File: src/rtl/if_id_buffer_if.sv
// Fetch-to-decode handshake bundle for the IF/ID instruction queue.
// The master side is fetch plus decode; the slave side is the queue itself.
interface if_id_buffer_if;
  logic        in_valid;
  logic        in_ready;
  logic [31:0] in_pc;
  logic [31:0] in_instruction;
  logic        out_valid;
  logic        out_ready;
  logic [31:0] out_pc;
  logic [31:0] out_instruction;

  modport master (
    output in_valid, in_pc, in_instruction, out_ready,
    input  in_ready, out_valid, out_pc, out_instruction
  );

  modport slave (
    input  in_valid, in_pc, in_instruction, out_ready,
    output in_ready, out_valid, out_pc, out_instruction
  );
endinterface

File: src/rtl/if_id_buffer.sv
// IF/ID instruction queue. It holds {pc, instruction} pairs across decode stalls
// and drops all wrong-path entries when a branch is taken.
module if_id_buffer #(
  parameter int DEPTH = 2,
  parameter int CNT_W = 2
) (
  input  logic             clk,
  input  logic             rst,
  input  logic             flush,
  if_id_buffer_if.slave    bus,
  output logic [CNT_W-1:0] count
);
  localparam int PTR_W = $clog2(DEPTH);

  logic [63:0]      mem [DEPTH];
  logic [PTR_W-1:0] rd_ptr, wr_ptr;
  logic             push, pop;
  logic [63:0]      head;

  // Readiness depends only on occupancy, so there is no path from out_ready.
  assign bus.in_ready  = (count != CNT_W'(DEPTH));
  assign bus.out_valid = (count != '0);

  assign push = bus.in_valid  & bus.in_ready  & ~flush;
  assign pop  = bus.out_valid & bus.out_ready & ~flush;

  assign head                = mem[rd_ptr];
  assign bus.out_pc          = bus.out_valid ? head[63:32] : 32'h0;
  assign bus.out_instruction = bus.out_valid ? head[31:0]  : 32'h0;

  always_ff @(posedge clk or negedge rst) begin
    if (!rst) begin
      count  <= '0;
      rd_ptr <= '0;
      wr_ptr <= '0;
    end else if (flush) begin
      count  <= '0;
      rd_ptr <= '0;
      wr_ptr <= '0;
    end else begin
      if (push) wr_ptr <= wr_ptr + 1'b1;
      if (pop)  rd_ptr <= rd_ptr + 1'b1;
      if (push && !pop)      count <= count + 1'b1;
      else if (pop && !push) count <= count - 1'b1;
    end
  end

  // Payload storage is not reset; pointers alone define validity.
  always_ff @(posedge clk) begin
    if (push) mem[wr_ptr] <= {bus.in_pc, bus.in_instruction};
  end
endmodule

File: src/flat_wrapper.sv
// flat-port wrapper written by rule: the top's interface ports become plain ports
module if_id_buffer_flat 
#(
  parameter int DEPTH = 2,
  parameter int CNT_W = 2
)
  (clk, rst, flush, count, bus_in_valid, bus_in_pc, bus_in_instruction, bus_out_ready, bus_in_ready, bus_out_valid, bus_out_pc, bus_out_instruction);
  if_id_buffer_if bus_i ();
  input  logic clk;
  input  logic rst;
  input  logic flush;
  output logic [CNT_W-1:0] count;
  input wire logic [$bits(bus_i.in_valid)-1:0] bus_in_valid;
  input wire logic [$bits(bus_i.in_pc)-1:0] bus_in_pc;
  input wire logic [$bits(bus_i.in_instruction)-1:0] bus_in_instruction;
  input wire logic [$bits(bus_i.out_ready)-1:0] bus_out_ready;
  output wire logic [$bits(bus_i.in_ready)-1:0] bus_in_ready;
  output wire logic [$bits(bus_i.out_valid)-1:0] bus_out_valid;
  output wire logic [$bits(bus_i.out_pc)-1:0] bus_out_pc;
  output wire logic [$bits(bus_i.out_instruction)-1:0] bus_out_instruction;
  assign bus_i.in_valid = bus_in_valid;
  assign bus_i.in_pc = bus_in_pc;
  assign bus_i.in_instruction = bus_in_instruction;
  assign bus_i.out_ready = bus_out_ready;
  assign bus_in_ready = bus_i.in_ready;
  assign bus_out_valid = bus_i.out_valid;
  assign bus_out_pc = bus_i.out_pc;
  assign bus_out_instruction = bus_i.out_instruction;
  if_id_buffer #(.DEPTH(DEPTH), .CNT_W(CNT_W)) u_core (.clk(clk), .rst(rst), .flush(flush), .bus(bus_i), .count(count));
endmodule
File: config.mk
export PLATFORM = sky130hd
export DESIGN_NAME = if_id_buffer_flat
export DESIGN_NICKNAME = d
export VERILOG_FILES = /design/src/rtl/if_id_buffer_if.sv /design/src/rtl/if_id_buffer.sv /design/src/flat_wrapper.sv
export SDC_FILE = /design/constraint.sdc
export NUM_CORES = 1
export LEC_CHECK = 0
export BUFFER_PORTS_ARGS = -buffer_cell sky130_fd_sc_hd__buf_2
export CELL_PAD_IN_SITES_DETAIL_PLACEMENT = 0
export CELL_PAD_IN_SITES_GLOBAL_PLACEMENT = 2
export CORE_MARGIN = 5
export CORE_UTILIZATION = 33
export CTS_CLUSTER_DIAMETER = 80
export DETAILED_ROUTE_END_ITERATION = 12
export PLACE_DENSITY = 0.84
export SETUP_SLACK_MARGIN = 0.4
export SLEW_MARGIN = 20
export SYNTH_ARGS = -nofsm -noshare
export SYNTH_HDL_FRONTEND = slang
export SYNTH_SLANG_ARGS = --single-unit
File: constraint.sdc
create_clock -name clk -period 5.9 [get_ports clk]
set_input_delay 0.885 -clock clk [delete_from_list [all_inputs] [get_ports clk]]
set_output_delay 0.885 -clock clk [all_outputs]
set_load 0.1 [all_outputs]
# Word level (Yosys, flattened, before mapping)
# Memories as Yosys holds them, arrays and structs flattened.
# Index checks and enable logic that the tools add are counted.
# totals
reg_bits	4
wordCells	33
memories	1
out_inout_bits	68
ram_bits	128
in_bits	69
# memory_table
memory	depth	word_bits	read_ports	rd_clocked_by_memory_dff	wr	line_no	source
u_core.mem	2	64	1	0	1	if_id_buffer.sv:15	logic [63:0] mem [DEPTH];
# classes
mux	11
eq_ne	1
add_sub_neg	4
n_bitwise	5
reduce_logical	8
# op_table
operator	n
$mux W32	2
$mux W1	6
$mux W2	3
$reduce_bool A2 Y1	3
$and A1 B1 Y1	4
$reduce_bool A3 Y1	1
$add A1 B1 Y1 const B	2
$add A2 B1 Y2 const B	1
$logic_and A1 B1 Y1	2
$logic_not A1 Y1	2
$ne A2 B2 Y1 const B	1
$sub A2 B1 Y2 const B	1
$not A1 Y1	1

# Depth between registers and ports, before layout
# Gate-level depths: netlist of run 1.
# depth
depth_word	8
mapped_depth	4
mapped_depth_nobuf	4

# Worst setup path before layout of run 1
# Ideal clock, no wire load.
# synth_timing
kind	register to register
start	reg u_core.count[1]
end	mem u_core.mem[1][0], enable pin
setup_time_ns	0.578
synth_period_minus_slack_ns	6.943
path_stages_with_launch	5
n_path_buf	0
t_arrival_ns	6.365
path_slack_ns	-1.043
required_time_ns	5.322
cell_sequence	dfrtp_1 -> nor2b_2 -> inv_2 -> nand2_1 -> nor3b_1
# synth_between
elab_chain_cells	5
# synth_lines
item	line_no	source
start, declared	if_id_buffer.sv:11	output logic [CNT_W-1:0] count
start signal, assigned	if_id_buffer.sv:43	if (push && !pop) count <= count + 1'b1;
start signal, assigned	if_id_buffer.sv:44	else if (pop && !push) count <= count - 1'b1;
$ne A2 B2 Y1	if_id_buffer.sv:21	assign bus.in_ready = (count != CNT_W'(DEPTH));
via bus_in_ready	flat_wrapper.sv:17	output wire logic [$bits(bus_i.in_ready)-1:0] bus_in_ready;
$and A1 B1 Y1 (2 in a row)	if_id_buffer.sv:24	assign push = bus.in_valid & bus.in_ready & ~flush;
$mux W1	if_id_buffer.sv:50	if (push) mem[wr_ptr] <= {bus.in_pc, bus.in_instruction};
$mux W1 (implied by the code)	if_id_buffer.sv:50	
end, declared	if_id_buffer.sv:15	
# The timed path passes the listed nets, and every way through them passes these cells.

# Worst setup path after layout of run 1
# layout_timing
start	reg u_core.count[0]
end	out bus_out_instruction[7]
# layout_between
elab_chain_cells	2
# layout_lines
item	line_no	source
$reduce_bool A2 Y1	if_id_buffer.sv:22	assign bus.out_valid = (count != '0);
$mux W32	if_id_buffer.sv:29	assign bus.out_instruction = bus.out_valid ? head[31:0] : 32'h0;
end, declared	flat_wrapper.sv:20	output wire logic [$bits(bus_i.out_instruction)-1:0] bus_out_instruction;
# Every way passes these cells.

==> reports/summary.md, run 1 <==
- finished, final reports clean — result of the run
- 2.96 ns — Setup WS pre-CTS
- 0.782 — fraction of the yosys area taken by sequential cells
- 0 — post-detailed-route DRC marker count
- 0 — number of antenna diodes
- 0 — post-CTS setup buffers
- 2.47 nW — static power due to leakage
- 4 — number of detailed-route iterations in the first pass
- 15.7 µm — final routed wire length divided by cell count
- 4.56 — vias per inst
- 0.00594 mm² — Cell Area, Placed
- 3091 — vias in the first global route
- 0.704 — placer congestion estimate
- 2938 — via count
- 17.0 µm² — syn avg cell area
- in2async — HP Class
- 0.00633 ns — Worst Skew
- 129 — Initial DRC Count
- 512 — net total in the final layout
- 0 — final global-route overflow total
- 4 — number of H-tree levels
- 29.1% — P&R area growth vs syn
- buffers and inverters — Largest delay share family, worst path
- no — setup repair after global routing missed its margin
- sky130_fd_sc_hd__edfxtp_1 76%, sky130_fd_sc_hd__mux2i_1 13%, sky130_fd_sc_hd__nor2_1 4.9%, sky130_fd_sc_hd__dfrtp_1 2.0%, sky130_fd_sc_hd__buf_4 0.89% — largest cells by area after synthesis
- 2 — Critical path buffers and inverters
- 21 — distinct cell type count of the synthesized netlist
- 0 — max-slew violation count
- u_core.count[1]$_DFFE_PN0P_ — worst flop-to-flop path startpoint
- 132 — number of synthesized register bits
- 0.280 ns — worst slack on hold paths
- 134 µm — width of the chip
- 136 x sky130_fd_sc_hd__buf_2, 128 x sky130_fd_sc_hd__edfxtp_1, 65 x sky130_fd_sc_hd__mux2i_1, 65 x sky130_fd_sc_hd__nor2_1, 17 x sky130_fd_sc_hd__clkbuf_16 — highest-count cells in the layout ignoring fill and taps
- u_core.mem[1][55]$_DFFE_PP_ — reg-to-reg critical path endpoint
- 3.38 ns — minimum setup slack among reg-to-reg paths
- 0.762 — top-area cell type share of the netlist area
- 611 — number of placed cells counting well taps
- 0.41 ns — latest clock arrival within the worst-skew pair
- 134 µm — die extent in y
- 0.00504 mm² — post-synthesis instance area
- 0 — maxcap violations
- 3.19 ns — Final Critical Period
- 2.49 mW — Overall Power
- 0 — antenna violations before repair
- sky130_fd_sc_hd__buf_2 — commonest non-fill, non-tap cell in the layout
- 314 MHz — fmax
- 0 — number of buffers added to fix hold violations after cts
- sky130_fd_sc_hd__edfxtp_1 — cell taking the most area after synthesis
- 0.0151 mm² — Placeable Area
- 383 mW/mm² — total power density per cell area
- 132 — number of clock sinks seen by CTS
- 0 — number of gates resized after CTS
- 4 — cell depth of the worst setup path
- 2 — number of buffers on the longest clock path
- 0.06 ns — clock input transition at the sequential cells of the worst setup and hold paths
- 5 — depth of the worst register-to-register path
- 2.30 ns — arrival time of data at the critical path endpoint
- register — CP startpoint kind
- 0.59 ns — Crit path largest cell delay
- 45 — number of placement rows
- 0.432 — final cell utilization of the core
- 0.390 — fraction of layout instances using a drive strength above 1
- 5.02 ns — Worst EP required
- 15600 µm — global-route wire length before repair
- 0.00651 mm² — summed area of non-filler cells in the final layout
- 644 — non-filler instance count after layout
- sky130_fd_sc_hd__buf_4 — Critical-path top delay cell
- sky130_fd_sc_hd__clkbuf_16 — clock root buffer master
- output pin — critical path capture point type
- 0.221 mV — Max rail drop VDD
- 2.71 ns — least setup slack across all paths after layout
- nor2_4 > buf_4 > nor2_1 > buf_2 — CP Cell Sequence
- 0 — warning count from the yosys run
- 6360 µm — DP Wirelength
- 297 — synthesized netlist cell count
- 56 — Worst Path Max Fanout
- reg2out — category of the most critical setup path
- 0.0179 mm² — floorplan die area
- 0.540 — Final period util
- 17 — Num CTS Buffers
- 0 ns — setup TNS
- 136 — I/O Buffers
- 0 — number of hold violations in the final report
- 0.334 — effective utilization at floorplan
- 66 — pin count of the biggest net entering global routing
- 0.115 — All-Layer GR Usage
- 137 — top-level I/O count
- 366 — number of nets in the synthesized netlist
- 0.780 ns — transition time at the pin with the least slew margin
- done — clock tree from TritonCTS
- 0.480 — Max-Slew Margin vs Limit
- 0 — endpoints failing setup
- 0 — final antenna-violating net count
- 10100 µm — Post-Route WL
[registers in the layout (all words and copies together), names as in the netlist]
name and flops:
u_core.count 2, u_core.wr_ptr 1, u_core.rd_ptr 1, u_core.mem 128
[Yosys cell counts]
library cell,count
sky130_fd_sc_hd__a21o_1,1
sky130_fd_sc_hd__a21oi_1,4
sky130_fd_sc_hd__buf_2,7
sky130_fd_sc_hd__buf_4,6
sky130_fd_sc_hd__clkbuf_1,1
sky130_fd_sc_hd__dfrtp_1,4
sky130_fd_sc_hd__edfxtp_1,128
sky130_fd_sc_hd__inv_1,1
sky130_fd_sc_hd__inv_2,2
sky130_fd_sc_hd__mux2i_1,65
sky130_fd_sc_hd__nand2_1,1
sky130_fd_sc_hd__nand3b_1,1
sky130_fd_sc_hd__nor2_1,66
sky130_fd_sc_hd__nor2b_2,1
sky130_fd_sc_hd__nor3_1,1
sky130_fd_sc_hd__nor3b_1,2
sky130_fd_sc_hd__o211ai_1,1
sky130_fd_sc_hd__o21ai_0,2
sky130_fd_sc_hd__or2_0,1
sky130_fd_sc_hd__or3_1,1
sky130_fd_sc_hd__xor2_1,1
[area by class of cell]
type                    count  area (µm²)
inverters                   3        11.3
repair buffers            141         738
well taps                 188         235
clock inverters            14         115
clock buffers              18         429
multi-input cells         148        1030
flip-flops and latches    132        3950
fillers                  1417        8580
[how the worst max path moves through the flow]
stage                           startpoint                    endpoint  slack (ns)
2_1_floorplan  u_core.count[1]$_DFFE_PN0P_  u_core.mem[1][0]$_DFFE_PP_        1.19
3_3_place_gp     u_core.rd_ptr$_DFFE_PN0P_      bus_out_instruction[7]        2.97
3_5_place_dp     u_core.rd_ptr$_DFFE_PN0P_      bus_out_instruction[9]        2.96
4_1_cts          u_core.rd_ptr$_DFFE_PN0P_      bus_out_instruction[9]        2.52
5_1_grt        u_core.count[0]$_DFFE_PN0P_      bus_out_instruction[7]        2.55
6_report       u_core.count[0]$_DFFE_PN0P_      bus_out_instruction[7]        2.71
[power breakdown]
group	leakage, nW	switching [mW]	internal, mW
Sequential	1.23	0.0198	1.07
Combinational	0.984	0.371	0.0858
Clock	0.259	0.374	0.574
[per-layer routing]
| metal | global-route usage | vias to the layer above | part of all wire |
|---|---|---|---|
| li1 | - | 1396 | - |
| met5 | 0 | - | 0 |
| met3 | 0.0438 | 12 | 0.063 |
| met4 | 0.0474 | 0 | 0.014 |
| met2 | 0.200 | 96 | 0.50 |
| met1 | 0.125 | 1434 | 0.42 |
[logic make-up (layout without fill, tap and decap cells)]
group / after synthesis / count (layout) / synth area share
flip-flops: 132 / 132 / 0.782
AND/OR/NAND/NOR: 74 / 74 / 0.0595
multiplexers: 65 / 65 / 0.129
buffers and inverters: 17 / 176 / 0.0189
AO/OA/AOI/OAI: 8 / 8 / 0.00893
XOR/XNOR: 1 / 1 / 0.00174
Note: power is estimated with default switching activity, not from simulation.
==> run 2: changes to the inputs <==
- clock period: 5.9 -> 2.6 ns (I/O delays scaled with it)
==> run 2 against run 1 <==
  * Via count grew 1.5%
  * Power up 140%
  * Non-clock buffer count up 16
  * Core utilization increased by 7.2 points
==> reports/summary.md, run 2 (synthesized netlist as in run 1, its figures left out) <==
- 0 ns — setup TNS, unchanged
- u_core.mem[1][18]$_DFFE_PP_ — reg-to-reg critical path endpoint
- 803 mW/mm² — total power density per cell area, +110%
- 6.10 mW — Overall Power, +140%
- 0 — final global-route overflow total, unchanged
- 0.702 — placer congestion estimate, -0.21%
- 9 — Worst Path Max Fanout, -84%
- 0.471 ns — Setup WS pre-CTS, -2.49 ns
- 2.69 nW — static power due to leakage, +9.1%
- 50.6% — P&R area growth vs syn
- 655 — non-filler instance count after layout, +1.7%
- 1.79 ns — arrival time of data at the critical path endpoint, -0.51 ns
- 1 — antenna violations before repair, +1
- 4 — number of H-tree levels, unchanged
- 0.00396 mm² — FF+latch area, +0.19%
- 4.55 — vias per inst, -0.17%
- 615 — number of placed cells counting well taps, +0.65%
- 16.7 µm — final routed wire length divided by cell count, +6.6%
- 41 — pin count of the biggest net entering global routing, -38%
- 134 µm — width of the chip, unchanged
- 6800 µm — DP Wirelength, +6.8%
- 0.00529 ns — Worst Skew, -0.00104 ns
- 4 — number of detailed-route iterations in the first pass, unchanged
- bus_in_instruction[20] — startpoint of the lowest-slack hold path
- 0.334 — effective utilization at floorplan, unchanged
- u_core.mem x128, u_core.count x2 — biggest regs
- yes — setup repair after global routing missed its margin
- 0.561 — fraction of layout instances using a drive strength above 1, +0.171
- 0.00151 mm² — combined area of the multi-input logic cells, +46%
- 45 — number of placement rows, unchanged
- 0.40 ns — latest clock arrival within the worst-skew pair, about the same
- 2.18 ns — Final Critical Period
- u_core.count[1]$_DFFE_PN0P_ — worst flop-to-flop path startpoint
- 0 — max-slew violation count, unchanged
- 0.0179 mm² — floorplan die area, unchanged
- 10900 µm — Post-Route WL, +8.4%
- done — clock tree from TritonCTS
- in2reg — HP Class
- 0.122 — All-Layer GR Usage, +0.00714
- register — CP startpoint kind
- 0.05 ns — clock input transition at the sequential cells of the worst setup and hold paths, about the same
- 0.557 ns — transition time at the pin with the least slew margin, -0.223 ns
- 16600 µm — global-route wire length before repair, +6.2%
- 148 — Initial DRC Count, +15%
- 0.175 ns — worst slack on hold paths, -0.105 ns
- 0.421 ns — least setup slack across all paths after layout, -2.29 ns
- 136 — I/O Buffers, unchanged
- 0.437 mV — Max rail drop VDD, +97%
- 137 — top-level I/O count, unchanged
- sky130_fd_sc_hd__edfxtp_1 — commonest non-fill, non-tap cell in the layout
- 5 — depth of the worst register-to-register path, unchanged
- 128 x sky130_fd_sc_hd__edfxtp_1, 71 x sky130_fd_sc_hd__buf_2, 57 x sky130_fd_sc_hd__mux2i_1 — highest-count cells in the layout ignoring fill and taps
- 528 — net total in the final layout, +3.1%
- 0.838 — Final period util
- 0.503 — final cell utilization of the core, +0.0720
- 17 — Num CTS Buffers, unchanged
- finished, final reports clean — result of the run
- 3203 — vias in the first global route, +3.6%
- sky130_fd_sc_hd__clkbuf_16 — clock root buffer master
- 0 — number of antenna diodes, unchanged
- 0 — maxcap violations, unchanged
- 2.21 ns — Worst EP required, -2.81 ns
- 0.00646 mm² — Cell Area, Placed, +8.8%
- 0.70 ns — minimum setup slack among reg-to-reg paths, -2.68 ns
- 0 — final antenna-violating net count, unchanged
- 0 — number of hold violations in the final report, unchanged
- output pin — critical path capture point type
- 459 MHz — fmax
- reg2out — category of the most critical setup path
- 0.628 — Max-Slew Margin vs Limit, +0.149
- 2983 — via count, +1.5%
- u_core.mem — largest register by flop count
- 1287 — fill count, -9.2%
- 132 — number of clock sinks seen by CTS, unchanged
- 0.00760 mm² — summed area of non-filler cells in the final layout, +17%
- u_core.mem[0][20]$_DFFE_PP_ — end point of the worst hold path
- 128 — Largest register FFs, unchanged
- 0 — endpoints failing setup, unchanged
- 2 — number of buffers on the longest clock path, unchanged
- 1 — worst hold path stage count
- 134 µm — die extent in y, unchanged
- 0 — post-detailed-route DRC marker count, unchanged
- 0.0151 mm² — Placeable Area, unchanged
-- run 2: cell types whose count changed in the layout (fill, tap and decap cells not counted), moves of 8 or more --
cell	change
sky130_fd_sc_hd__mux2i_1	-8
sky130_fd_sc_hd__nor2_1	-64
sky130_fd_sc_hd__buf_4	+36
sky130_fd_sc_hd__nor2_2	+9
sky130_fd_sc_hd__nor2_4	+55
sky130_fd_sc_hd__buf_6	+32
sky130_fd_sc_hd__mux2i_2	+8
sky130_fd_sc_hd__buf_2	-65
-- run 2: timing repair --
action                                  4_1_cts  5_1_grt
endpoints found under the hold margin         4        0
resized for setup                            89       32
gates cloned                                  4        2
endpoints found under the setup margin       65       63
buffers inserted                              4        2
hold buffers                                  1        0
pin swaps                                     1        1
-- run 2: cell type report --
cell class              instances  area share
flip-flops and latches        132       0.521
clock inverters                 7      0.0147
inverters                       3     0.00296
repair buffers                157       0.174
well taps                     188      0.0310
multi-input cells             148       0.199
clock buffers                  20      0.0575
-- run 2: layer usage --
metal | track usage | wire [µm] | share of wire | vias up
li1 | - | - | - | 1426
met1 | 0.143 | 4530 | 0.41 | 1448
met2 | 0.205 | 5660 | 0.52 | 94
met3 | 0.0412 | 601 | 0.055 | 13
met4 | 0.0497 | 143 | 0.013 | 2
met5 | 0 | 13 | 0.0012 | -
-- run 2: power breakdown --
part | leakage (nW) | total (mW) | switching (mW) | internal, mW
clock | 0.265 | 2.23 | 0.765 | 1.47
combinational | 1.21 | 1.41 | 1.00 | 0.410
sequential | 1.22 | 2.45 | 0.0242 | 2.43
total | 2.69 | 6.10 | 1.79 | 4.31
-- run 2: worst max path at each step --
stage | from | endpoint | slack [ns]
2_1_floorplan | u_core.count[1]$_DFFE_PN0P_ | u_core.mem[1][0]$_DFFE_PP_ | -0.57
3_3_place_gp | u_core.rd_ptr$_DFFE_PN0P_ | bus_out_instruction[17] | 0.50
3_5_place_dp | u_core.rd_ptr$_DFFE_PN0P_ | bus_out_instruction[17] | 0.47
4_1_cts | u_core.rd_ptr$_DFFE_PN0P_ | bus_out_instruction[17] | 0.35
5_1_grt | u_core.count[0]$_DFFE_PN0P_ | bus_out_instruction[8] | 0.36
6_report | u_core.count[0]$_DFFE_PN0P_ | bus_out_instruction[8] | 0.42
-- run 2: worst max-delay path, cell delays in order (launching register included) --
cell                      delay (ns)
sky130_fd_sc_hd__dfrtp_4        0.51
sky130_fd_sc_hd__nor2_4         0.15
sky130_fd_sc_hd__buf_12         0.13
sky130_fd_sc_hd__buf_6          0.14
sky130_fd_sc_hd__buf_16         0.18
sky130_fd_sc_hd__nor2_4         0.05
sky130_fd_sc_hd__buf_4          0.23
